===== src/rtl/aximm_mem_ctrl_pkg.sv =====
// Shared response codes and FSM state types for the AXI-MM memory front-end.
package aximm_mem_pkg;

    localparam logic [1:0] RESP_OKAY   = 2'b00;
    localparam logic [1:0] RESP_SLVERR = 2'b10;

    typedef enum logic [1:0] {
        W_IDLE,
        W_DATA,
        W_RESP
    } wr_state_t;

    typedef enum logic {
        R_IDLE,
        R_ISSUE
    } rd_state_t;

endpackage


===== src/rtl/aximm_mem_ctrl_sync_fifo.sv =====
// Synchronous FIFO with occupancy count; a push is accepted while full if a pop
// happens in the same cycle.
module sync_fifo #(
    parameter int WIDTH = 37,
    parameter int DEPTH = 4
) (
    input  logic                       clk,
    input  logic                       rst,
    input  logic                       push,
    input  logic [WIDTH-1:0]           push_data,
    input  logic                       pop,
    output logic [WIDTH-1:0]           pop_data,
    output logic                       empty,
    output logic [$clog2(DEPTH+1)-1:0] count
);

    localparam int PTRW = (DEPTH > 1) ? $clog2(DEPTH) : 1;
    localparam int CNTW = $clog2(DEPTH + 1);

    logic [WIDTH-1:0] mem [DEPTH];
    logic [PTRW-1:0]  rd_ptr;
    logic [PTRW-1:0]  wr_ptr;
    logic [CNTW-1:0]  cnt;
    logic             do_push;
    logic             do_pop;

    function automatic logic [PTRW-1:0] ptr_inc(input logic [PTRW-1:0] p);
        return (p == PTRW'(DEPTH - 1)) ? '0 : p + 1'b1;
    endfunction

    assign do_pop  = pop && (cnt != '0);
    assign do_push = push && ((cnt != CNTW'(DEPTH)) || do_pop);

    always_ff @(posedge clk) begin
        if (rst) begin
            rd_ptr <= '0;
            wr_ptr <= '0;
            cnt    <= '0;
        end else begin
            if (do_push) wr_ptr <= ptr_inc(wr_ptr);
            if (do_pop)  rd_ptr <= ptr_inc(rd_ptr);
            case ({do_push, do_pop})
                2'b10:   cnt <= cnt + 1'b1;
                2'b01:   cnt <= cnt - 1'b1;
                default: cnt <= cnt;
            endcase
        end
    end

    always_ff @(posedge clk) begin
        if (do_push) mem[wr_ptr] <= push_data;
    end

    assign pop_data = mem[rd_ptr];
    assign empty    = (cnt == '0);
    assign count    = cnt;

endmodule


===== src/rtl/aximm_mem_ctrl.sv =====
// AXI-MM slave front-end for the 2-cycle-latency memory stage: INCR bursts on
// both channels, read data buffered in a credit-guarded response FIFO.
module aximm_mem_ctrl #(
    parameter int DATAW     = 32,
    parameter int DEPTH     = 512,
    parameter int ADDRW     = $clog2(DEPTH),
    parameter int AXI_ADDRW = 32,
    parameter int IDW       = 4,
    parameter int RFIFO_D   = 4
) (
    input  logic                 clk,
    input  logic                 rst,
    input  logic                 awvalid,
    output logic                 awready,
    input  logic [AXI_ADDRW-1:0] awaddr,
    input  logic [IDW-1:0]       awid,
    input  logic [7:0]           awlen,
    input  logic                 wvalid,
    output logic                 wready,
    input  logic [DATAW-1:0]     wdata,
    input  logic                 wlast,
    output logic                 bvalid,
    input  logic                 bready,
    output logic [IDW-1:0]       bid,
    output logic [1:0]           bresp,
    input  logic                 arvalid,
    output logic                 arready,
    input  logic [AXI_ADDRW-1:0] araddr,
    input  logic [IDW-1:0]       arid,
    input  logic [7:0]           arlen,
    output logic                 rvalid,
    input  logic                 rready,
    output logic [DATAW-1:0]     rdata,
    output logic [IDW-1:0]       rid,
    output logic                 rlast,
    output logic [1:0]           rresp,
    output logic [ADDRW-1:0]     mem_waddr,
    output logic                 mem_wen,
    output logic [DATAW-1:0]     mem_wdata,
    output logic [ADDRW-1:0]     mem_raddr,
    input  logic [DATAW-1:0]     mem_rdata
);

    import aximm_mem_pkg::*;

    localparam int BSHIFT = $clog2(DATAW / 8);
    localparam int FW     = DATAW + IDW + 1;
    localparam int CNTW   = $clog2(RFIFO_D + 1);
    localparam int CRW    = $clog2(RFIFO_D + 3);

    function automatic logic [ADDRW-1:0] next_addr(input logic [ADDRW-1:0] a);
        return (a == ADDRW'(DEPTH - 1)) ? '0 : a + 1'b1;
    endfunction

    // Only the word-address field of the byte addresses is meaningful.
    logic unused_addr_bits;
    assign unused_addr_bits = ^{awaddr, araddr};

    // ---------------- write channel ----------------
    wr_state_t        wr_state, wr_state_nx;
    logic [ADDRW-1:0] wr_addr;
    logic [IDW-1:0]   wr_id;
    logic [7:0]       wr_len;
    logic [7:0]       wr_cnt;
    logic             wr_err;
    logic             wr_last_beat;

    assign wr_last_beat = (wr_cnt == wr_len);

    always_comb begin
        wr_state_nx = wr_state;
        awready     = 1'b0;
        wready      = 1'b0;
        bvalid      = 1'b0;
        bresp       = RESP_OKAY;
        mem_wen     = 1'b0;
        mem_waddr   = wr_addr;
        mem_wdata   = wdata;
        case (wr_state)
            W_IDLE: begin
                awready = !rst;
                if (awvalid && !rst) wr_state_nx = W_DATA;
            end
            W_DATA: begin
                wready = !rst;
                if (wvalid && !rst) begin
                    mem_wen = 1'b1;
                    if (wr_last_beat) wr_state_nx = W_RESP;
                end
            end
            W_RESP: begin
                bvalid = 1'b1;
                bresp  = wr_err ? RESP_SLVERR : RESP_OKAY;
                if (bready) wr_state_nx = W_IDLE;
            end
            default: wr_state_nx = W_IDLE;
        endcase
    end

    always_ff @(posedge clk) begin
        if (rst) begin
            wr_state <= W_IDLE;
            wr_addr  <= '0;
            wr_id    <= '0;
            wr_len   <= '0;
            wr_cnt   <= '0;
            wr_err   <= 1'b0;
        end else begin
            wr_state <= wr_state_nx;
            if (awvalid && awready) begin
                wr_addr <= awaddr[ADDRW+BSHIFT-1:BSHIFT];
                wr_id   <= awid;
                wr_len  <= awlen;
                wr_cnt  <= '0;
                wr_err  <= 1'b0;
            end
            if (wvalid && wready) begin
                wr_addr <= next_addr(wr_addr);
                wr_cnt  <= wr_cnt + 1'b1;
                if (wlast != wr_last_beat) wr_err <= 1'b1;
            end
        end
    end

    assign bid = wr_id;

    // ---------------- read channel ----------------
    rd_state_t        rd_state, rd_state_nx;
    logic [ADDRW-1:0] rd_addr;
    logic [IDW-1:0]   rd_id;
    logic [7:0]       rd_len;
    logic [7:0]       rd_cnt;
    logic             issue;
    logic             credit_ok;
    logic             s1_v, s2_v;
    logic [IDW-1:0]   s1_id, s2_id;
    logic             s1_last, s2_last;
    logic [CNTW-1:0]  fifo_count;
    logic [CRW-1:0]   credit_used;
    logic             fifo_empty;
    logic [FW-1:0]    fifo_out;

    // Reads in the memory pipe already own a FIFO slot, so R backpressure can never overflow it.
    assign credit_used = CRW'(fifo_count) + CRW'(s1_v) + CRW'(s2_v);
    assign credit_ok   = (credit_used < CRW'(RFIFO_D));

    always_comb begin
        rd_state_nx = rd_state;
        arready     = 1'b0;
        issue       = 1'b0;
        case (rd_state)
            R_IDLE: begin
                arready = !rst;
                if (arvalid && !rst) rd_state_nx = R_ISSUE;
            end
            R_ISSUE: begin
                issue = credit_ok;
                if (credit_ok && (rd_cnt == rd_len)) rd_state_nx = R_IDLE;
            end
            default: rd_state_nx = R_IDLE;
        endcase
    end

    always_ff @(posedge clk) begin
        if (rst) begin
            rd_state <= R_IDLE;
            rd_addr  <= '0;
            rd_id    <= '0;
            rd_len   <= '0;
            rd_cnt   <= '0;
            s1_v     <= 1'b0;
            s2_v     <= 1'b0;
            s1_id    <= '0;
            s2_id    <= '0;
            s1_last  <= 1'b0;
            s2_last  <= 1'b0;
        end else begin
            rd_state <= rd_state_nx;
            if (arvalid && arready) begin
                rd_addr <= araddr[ADDRW+BSHIFT-1:BSHIFT];
                rd_id   <= arid;
                rd_len  <= arlen;
                rd_cnt  <= '0;
            end
            if (issue) begin
                rd_addr <= next_addr(rd_addr);
                rd_cnt  <= rd_cnt + 1'b1;
            end
            s1_v    <= issue;
            s1_id   <= rd_id;
            s1_last <= (rd_cnt == rd_len);
            s2_v    <= s1_v;
            s2_id   <= s1_id;
            s2_last <= s1_last;
        end
    end

    assign mem_raddr = rd_addr;

    sync_fifo #(
        .WIDTH(FW),
        .DEPTH(RFIFO_D)
    ) u_rfifo (
        .clk      (clk),
        .rst      (rst),
        .push     (s2_v),
        .push_data({mem_rdata, s2_id, s2_last}),
        .pop      (rvalid && rready),
        .pop_data (fifo_out),
        .empty    (fifo_empty),
        .count    (fifo_count)
    );

    assign rvalid                = !fifo_empty;
    assign {rdata, rid, rlast}   = fifo_out;
    assign rresp                 = RESP_OKAY;

endmodule


===== config.mk =====
export PLATFORM = sky130hd
export DESIGN_NAME = aximm_mem_ctrl
export DESIGN_NICKNAME = d
export VERILOG_FILES = /design/src/rtl/aximm_mem_ctrl_pkg.sv /design/src/rtl/aximm_mem_ctrl_sync_fifo.sv /design/src/rtl/aximm_mem_ctrl.sv
export SDC_FILE = /design/constraint.sdc
export NUM_CORES = 1
export LEC_CHECK = 0
export ABC_AREA = 1
export CORE_MARGIN = 2
export CORE_UTILIZATION = 40
export CTS_CLUSTER_DIAMETER = 80
export DETAILED_ROUTE_END_ITERATION = 12
export PLACE_DENSITY = 0.68
export SYNTH_ARGS = -nofsm -noshare
export SYNTH_HDL_FRONTEND = slang
export SYNTH_SLANG_ARGS = --single-unit

===== constraint.sdc =====
create_clock -name clk -period 3.7 [get_ports clk]
set_clock_uncertainty 0.15 [all_clocks]
set_input_delay 0.74 -clock clk [delete_from_list [all_inputs] [get_ports clk]]
set_output_delay 0.74 -clock clk [all_outputs]
set_load 0.05 [all_outputs]

# Yosys cells after proc, flatten, opt, wreduce, memory -nomap -nowiden
# Memory sizes are Yosys's and may differ from the RTL's. A register that Yosys moved wholly into a read port is not among the register bits.
# Index checks and enable logic that the tools add are counted.
dict set report classes {
  n_addsub 10
  n_bitwise 1
  order_cmp 1
  n_reduce_logical 20
  eq_ne 16
  n_mux 37
}
# cell count
set ops {}
lappend ops {{9-bit two-way mux} 6}
lappend ops {{8-bit two-way mux} 4}
lappend ops {{2-bit two-way mux} 10}
lappend ops {{9-bit by 1-bit adder with 9-bit output, second input constant} 2}
lappend ops {{9-bit == test, second input constant} 2}
lappend ops {{8-bit by 1-bit adder with 8-bit output, second input constant} 2}
lappend ops {{8-bit == test} 2}
lappend ops {{1-bit two-way mux} 14}
lappend ops {{1-bit logical AND} 10}
lappend ops {{2-bit == test, second input constant} 4}
lappend ops {{2-bit inequality test, second input constant} 4}
lappend ops {{3-bit by 1-bit adder with 3-bit output} 2}
lappend ops {{2-bit one-hot mux with 3 select lines} 1}
lappend ops {{3-bit one-hot mux with 2 select lines} 1}
lappend ops {{2-bit nonzero test} 3}
lappend ops {{2-bit by 1-bit adder with 2-bit output, second input constant} 2}
lappend ops {{2-bit by 1-bit == test with 1-bit output, second input constant} 2}
lappend ops {{4-bit AND reduction} 1}
lappend ops {{3-bit by 1-bit adder with 3-bit output, second input constant} 1}
lappend ops {{3-bit zero test} 1}
lappend ops {{3-bit less-than comparator, second input constant} 1}
lappend ops {{3-bit inequality test, second input constant} 1}
lappend ops {{3-bit nonzero test} 1}
lappend ops {{3-bit by 1-bit subtractor with 3-bit output, second input constant} 1}
lappend ops {{other kinds (6)} 7}
dict set report totals {
  word_cells 106
  register_bits 81
  ram_bits 148
  out_inout_bits 101
  memories 1
}
# memory words width rd rd_ports_with_merged_regs write_ports line_no
set mem_list {}
lappend mem_list {u_rfifo.mem 4 37 1 1 1 aximm_mem_ctrl_sync_fifo.sv:20} ;# logic [WIDTH-1:0] mem [DEPTH];

# Depth between registers and ports, before layout
dict set report depth {
  ltp_word 8
  depth_mapped 12
  depth_no_buf 12
}

# Hierarchy
# A second synthesis with hierarchy kept.
dict set report hier_totals {
  hier_cells 973
  area_unflattened_um2 9818.2
}
# module cells_per_inst area_each_um2 instances seq_area_each_um2
set modules_own_cells {}
lappend modules_own_cells {sync_fifo 429 5989.5 1 4624.4}
lappend modules_own_cells {aximm_mem_ctrl 544 3828.7 1 1481.4}

# Worst setup path after synthesis
# Ideal clock, no wire load.
dict set report synth_timing {
  kind {input to register}
  start {in rready}
  end {mem u_rfifo.mem[0][0] (enable)}
  setup_slack_ns 0.700
  setup_time_ns 0.431
  t_arrival_ns 2.419
  path_stages 2
  path_buffers 0
  path_cell_list {o21ai_2 -> nor2_1}
}
dict set report synth_via {
  elab_chain_len 6
}
# element line_no
set synth_lines {}
lappend synth_lines {{start, declared} aximm_mem_ctrl.sv:32} ;# input logic rready,
lappend synth_lines {{1-bit logical AND} aximm_mem_ctrl.sv:208} ;# .pop (rvalid && rready),
lappend synth_lines {{1-bit logical AND} aximm_mem_ctrl_sync_fifo.sv:31} ;# assign do_pop = pop && (cnt != '0);
lappend synth_lines {{1-bit logical OR} aximm_mem_ctrl_sync_fifo.sv:32} ;# assign do_push = push && ((cnt != CNTW'(DEPTH)) || do_pop);
lappend synth_lines {{1-bit logical AND} aximm_mem_ctrl_sync_fifo.sv:32}
lappend synth_lines {{1-bit two-way mux} aximm_mem_ctrl_sync_fifo.sv:51} ;# if (do_push) mem[wr_ptr] <= push_data;
lappend synth_lines {{1-bit two-way mux (implied by the code)} aximm_mem_ctrl_sync_fifo.sv:51}
lappend synth_lines {{end, declared} aximm_mem_ctrl_sync_fifo.sv:20}
# Every way passes these cells.

==> metrics <==
fraction of layout cells with a size suffix above 1=10.7%; Initial Utilization=40.8%; drt first pass iters=4; antenna viol nets, final=0; die width=159 um; CP max FO=74; highest-count cells in the layout ignoring fill and taps=148 x edfxtp_1, 140 x nor2_1, 130 x nand2_1; Layout area overhead=25.7%; routability cong.=0.809; main flop type after synthesis=edfxtp_1; hold path depth=2; clk_lat worst skew=0.50 ns; clk buf depth=3; setup TNS=0 ns; final net count=1236; Worst Hold Class=reg2reg; unrepaired setup endpoints after global routing=false; Final setup viols=0; Rel. slew slack=50.3%; first-pass GRT wire length=32.8 mm; CTS Hold Bufs=0; Via density=4.92; Crit Path Class=reg2out; Clock transition at path regs=0.06 ns; synth warn=0; global route total overflow=0; worst hold endpoint=s2_id[1]$_SDFF_PP0_; Syn Area/Cell=10.1 um^2; asr flop ratio synth=0%; number of port buffers=147; fin crit share=83.4%; Slew Limit Fails=0; Die Y=159 um; Die ar.=0.0253 mm^2; HPWL after DPL=13.1 mm; Reg2Reg Depth=10; clock tree root buffer cell=clkbuf_16; CORE AREA=0.0235 mm^2; final hold violation count=0; pre-CTS WS=0.463 ns; Area contributors post-synth=edfxtp_1 46%, dfxtp_1 17%, o21ai_0 6.5%, nor2_1 5.6%, nand2_1 5.1%; H-tree lvl count=1; vias in the first global route=6509; Critical Path AT=2.20 ns; Wirelength per Cell=14.6 um; met1 GRT Util=20.8%; FP Rows=56; setup ws final=0.614 ns; DRT iter0 DRCs=359; largest net degree at the start of global routing=75; total power=6.91 mW; Yosys top cell by area=edfxtp_1; Max Cap Violations=0; initial antenna violation count=0; CP Launch Type=flip-flop; hold path startpoint=s1_id[1]$_SDFF_PP0_; maximum VDD drop=0.223 mV; post-CTS setup buffer count=0; GR peak layer=met2; routed via count=6879; # diodes=0; slew of the pin with the lowest slew margin=0.745 ns; Routed WL=20.4 mm; r2r setup slk=1.15 ns; r2r endpoint=u_rfifo.count[2]$_SDFFE_PP0P_; start of the worst register-to-register path=u_rfifo.count[1]$_SDFFE_PP0P_; status=complete, no violations; CP Data Required Time=2.81 ns; Total GRT Usage=15.5%; synthesized flop and latch total=231; DRC viols=0; Resize count post-CTS=0; IO Pins=261; met2 Use GR=26.3%; Post-synth EDFFs=148; Post-Syn Area=0.00960 mm^2; FMAX=324 MHz; cells after synthesis=947; clock tree from TritonCTS=yes; leakage power=4.48 nW; fin crit period=3.09 ns; CP Capture Type=output port; CTS Buf Count=24; top-area cell type share of the netlist area=46.3%; routing usage on met3=2.92%; register area share after synthesis=63.6%; PD cells=572 mW/mm^2; most common cell after layout, fill and taps aside=edfxtp_1; Clock Sinks=231; Unique masters post-synth=42
-- how the worst max path moves through the flow --
stage / from / endpoint
2_1_floorplan: rready / u_rfifo.mem[0][0]$_DFFE_PP_
3_3_place_gp: rready / u_rfifo.count[2]$_SDFFE_PP0P_
3_5_place_dp: rready / u_rfifo.count[2]$_SDFFE_PP0P_
4_1_cts: flip-flop / rid[2]
5_1_grt: flip-flop / rid[2]
6_report: flip-flop / rdata[0]
-- per-layer routing --
metal,up-vias,wire [um]
li1,3438,-
met1,3231,9370
met2,190,9710
met3,20,1070
met4,0,240
met5,-,0
-- worst max-delay path, stage by stage, from the launching register on --
cell and delay [ns]:
dfxtp_2 0.33, buf_4 0.55, o21ai_0 0.23, o22ai_1 0.27, buf_4 0.25
-- state kept, by name (all words and copies together) (netlist names), 8 cells and up, named ones only --
register,cells
u_rfifo.mem,148
mem_raddr,9
mem_waddr,9
rd_cnt,8
rd_len,8
wr_cnt,8
wr_len,8
-- per-stage QoR --
stage	area, um^2	cells	hold slack [ns]	util [%]
detailed placement	11200	1355	0.248	47.5
global route	12100	1399	0.269	51.3
floorplan	9610	949	0.238	-
finish	12100	1399	0.253	51.3
global placement	11200	1355	0.244	47.5
CTS	12100	1399	0.256	51.3
-- cells in the mapped netlist (5+ instances only) --
cell type	instances
o22ai_1	37
nand2_1	130
buf_4	35
ha_1	13
nor2_1	144
inv_1	70
clkbuf_1	27
edfxtp_1	148
o21ai_0	124
buf_2	10
dfxtp_1	83
a21oi_1	39
nand4_1	6
nand3_1	27
xor2_1	8
nor3_1	5
-- layout make-up --
class | instances | area (um^2)
fillers | 2156 | 11500
multi-input cells | 568 | 2820
repair buffers | 161 | 1560
flip-flops and latches | 231 | 6110
clock buffers | 34 | 721
well taps | 319 | 399
inverters | 76 | 288
clock inverters | 10 | 180
-- power by group --
| part | internal, mW | switching, mW | total [mW] | leakage, nW |
|---|---|---|---|---|
| Sequential | 2.82 | 0.0556 | 2.88 | 2.02 |
| Clock | 1.70 | 0.955 | 2.66 | 0.444 |
| Combinational | 0.429 | 0.939 | 1.37 | 2.02 |
-- logic make-up after synthesis --
kind of cell,share of synthesized area (%)
AND/OR/NAND/NOR,13.7
other,0.0391
AO/OA/AOI/OAI,12.2
buffers and inverters,7.47
XOR/XNOR,1.09
flip-flops,63.6
adder cells (fa/ha/maj),1.90
Note: power is estimated with default switching activity, not from simulation.
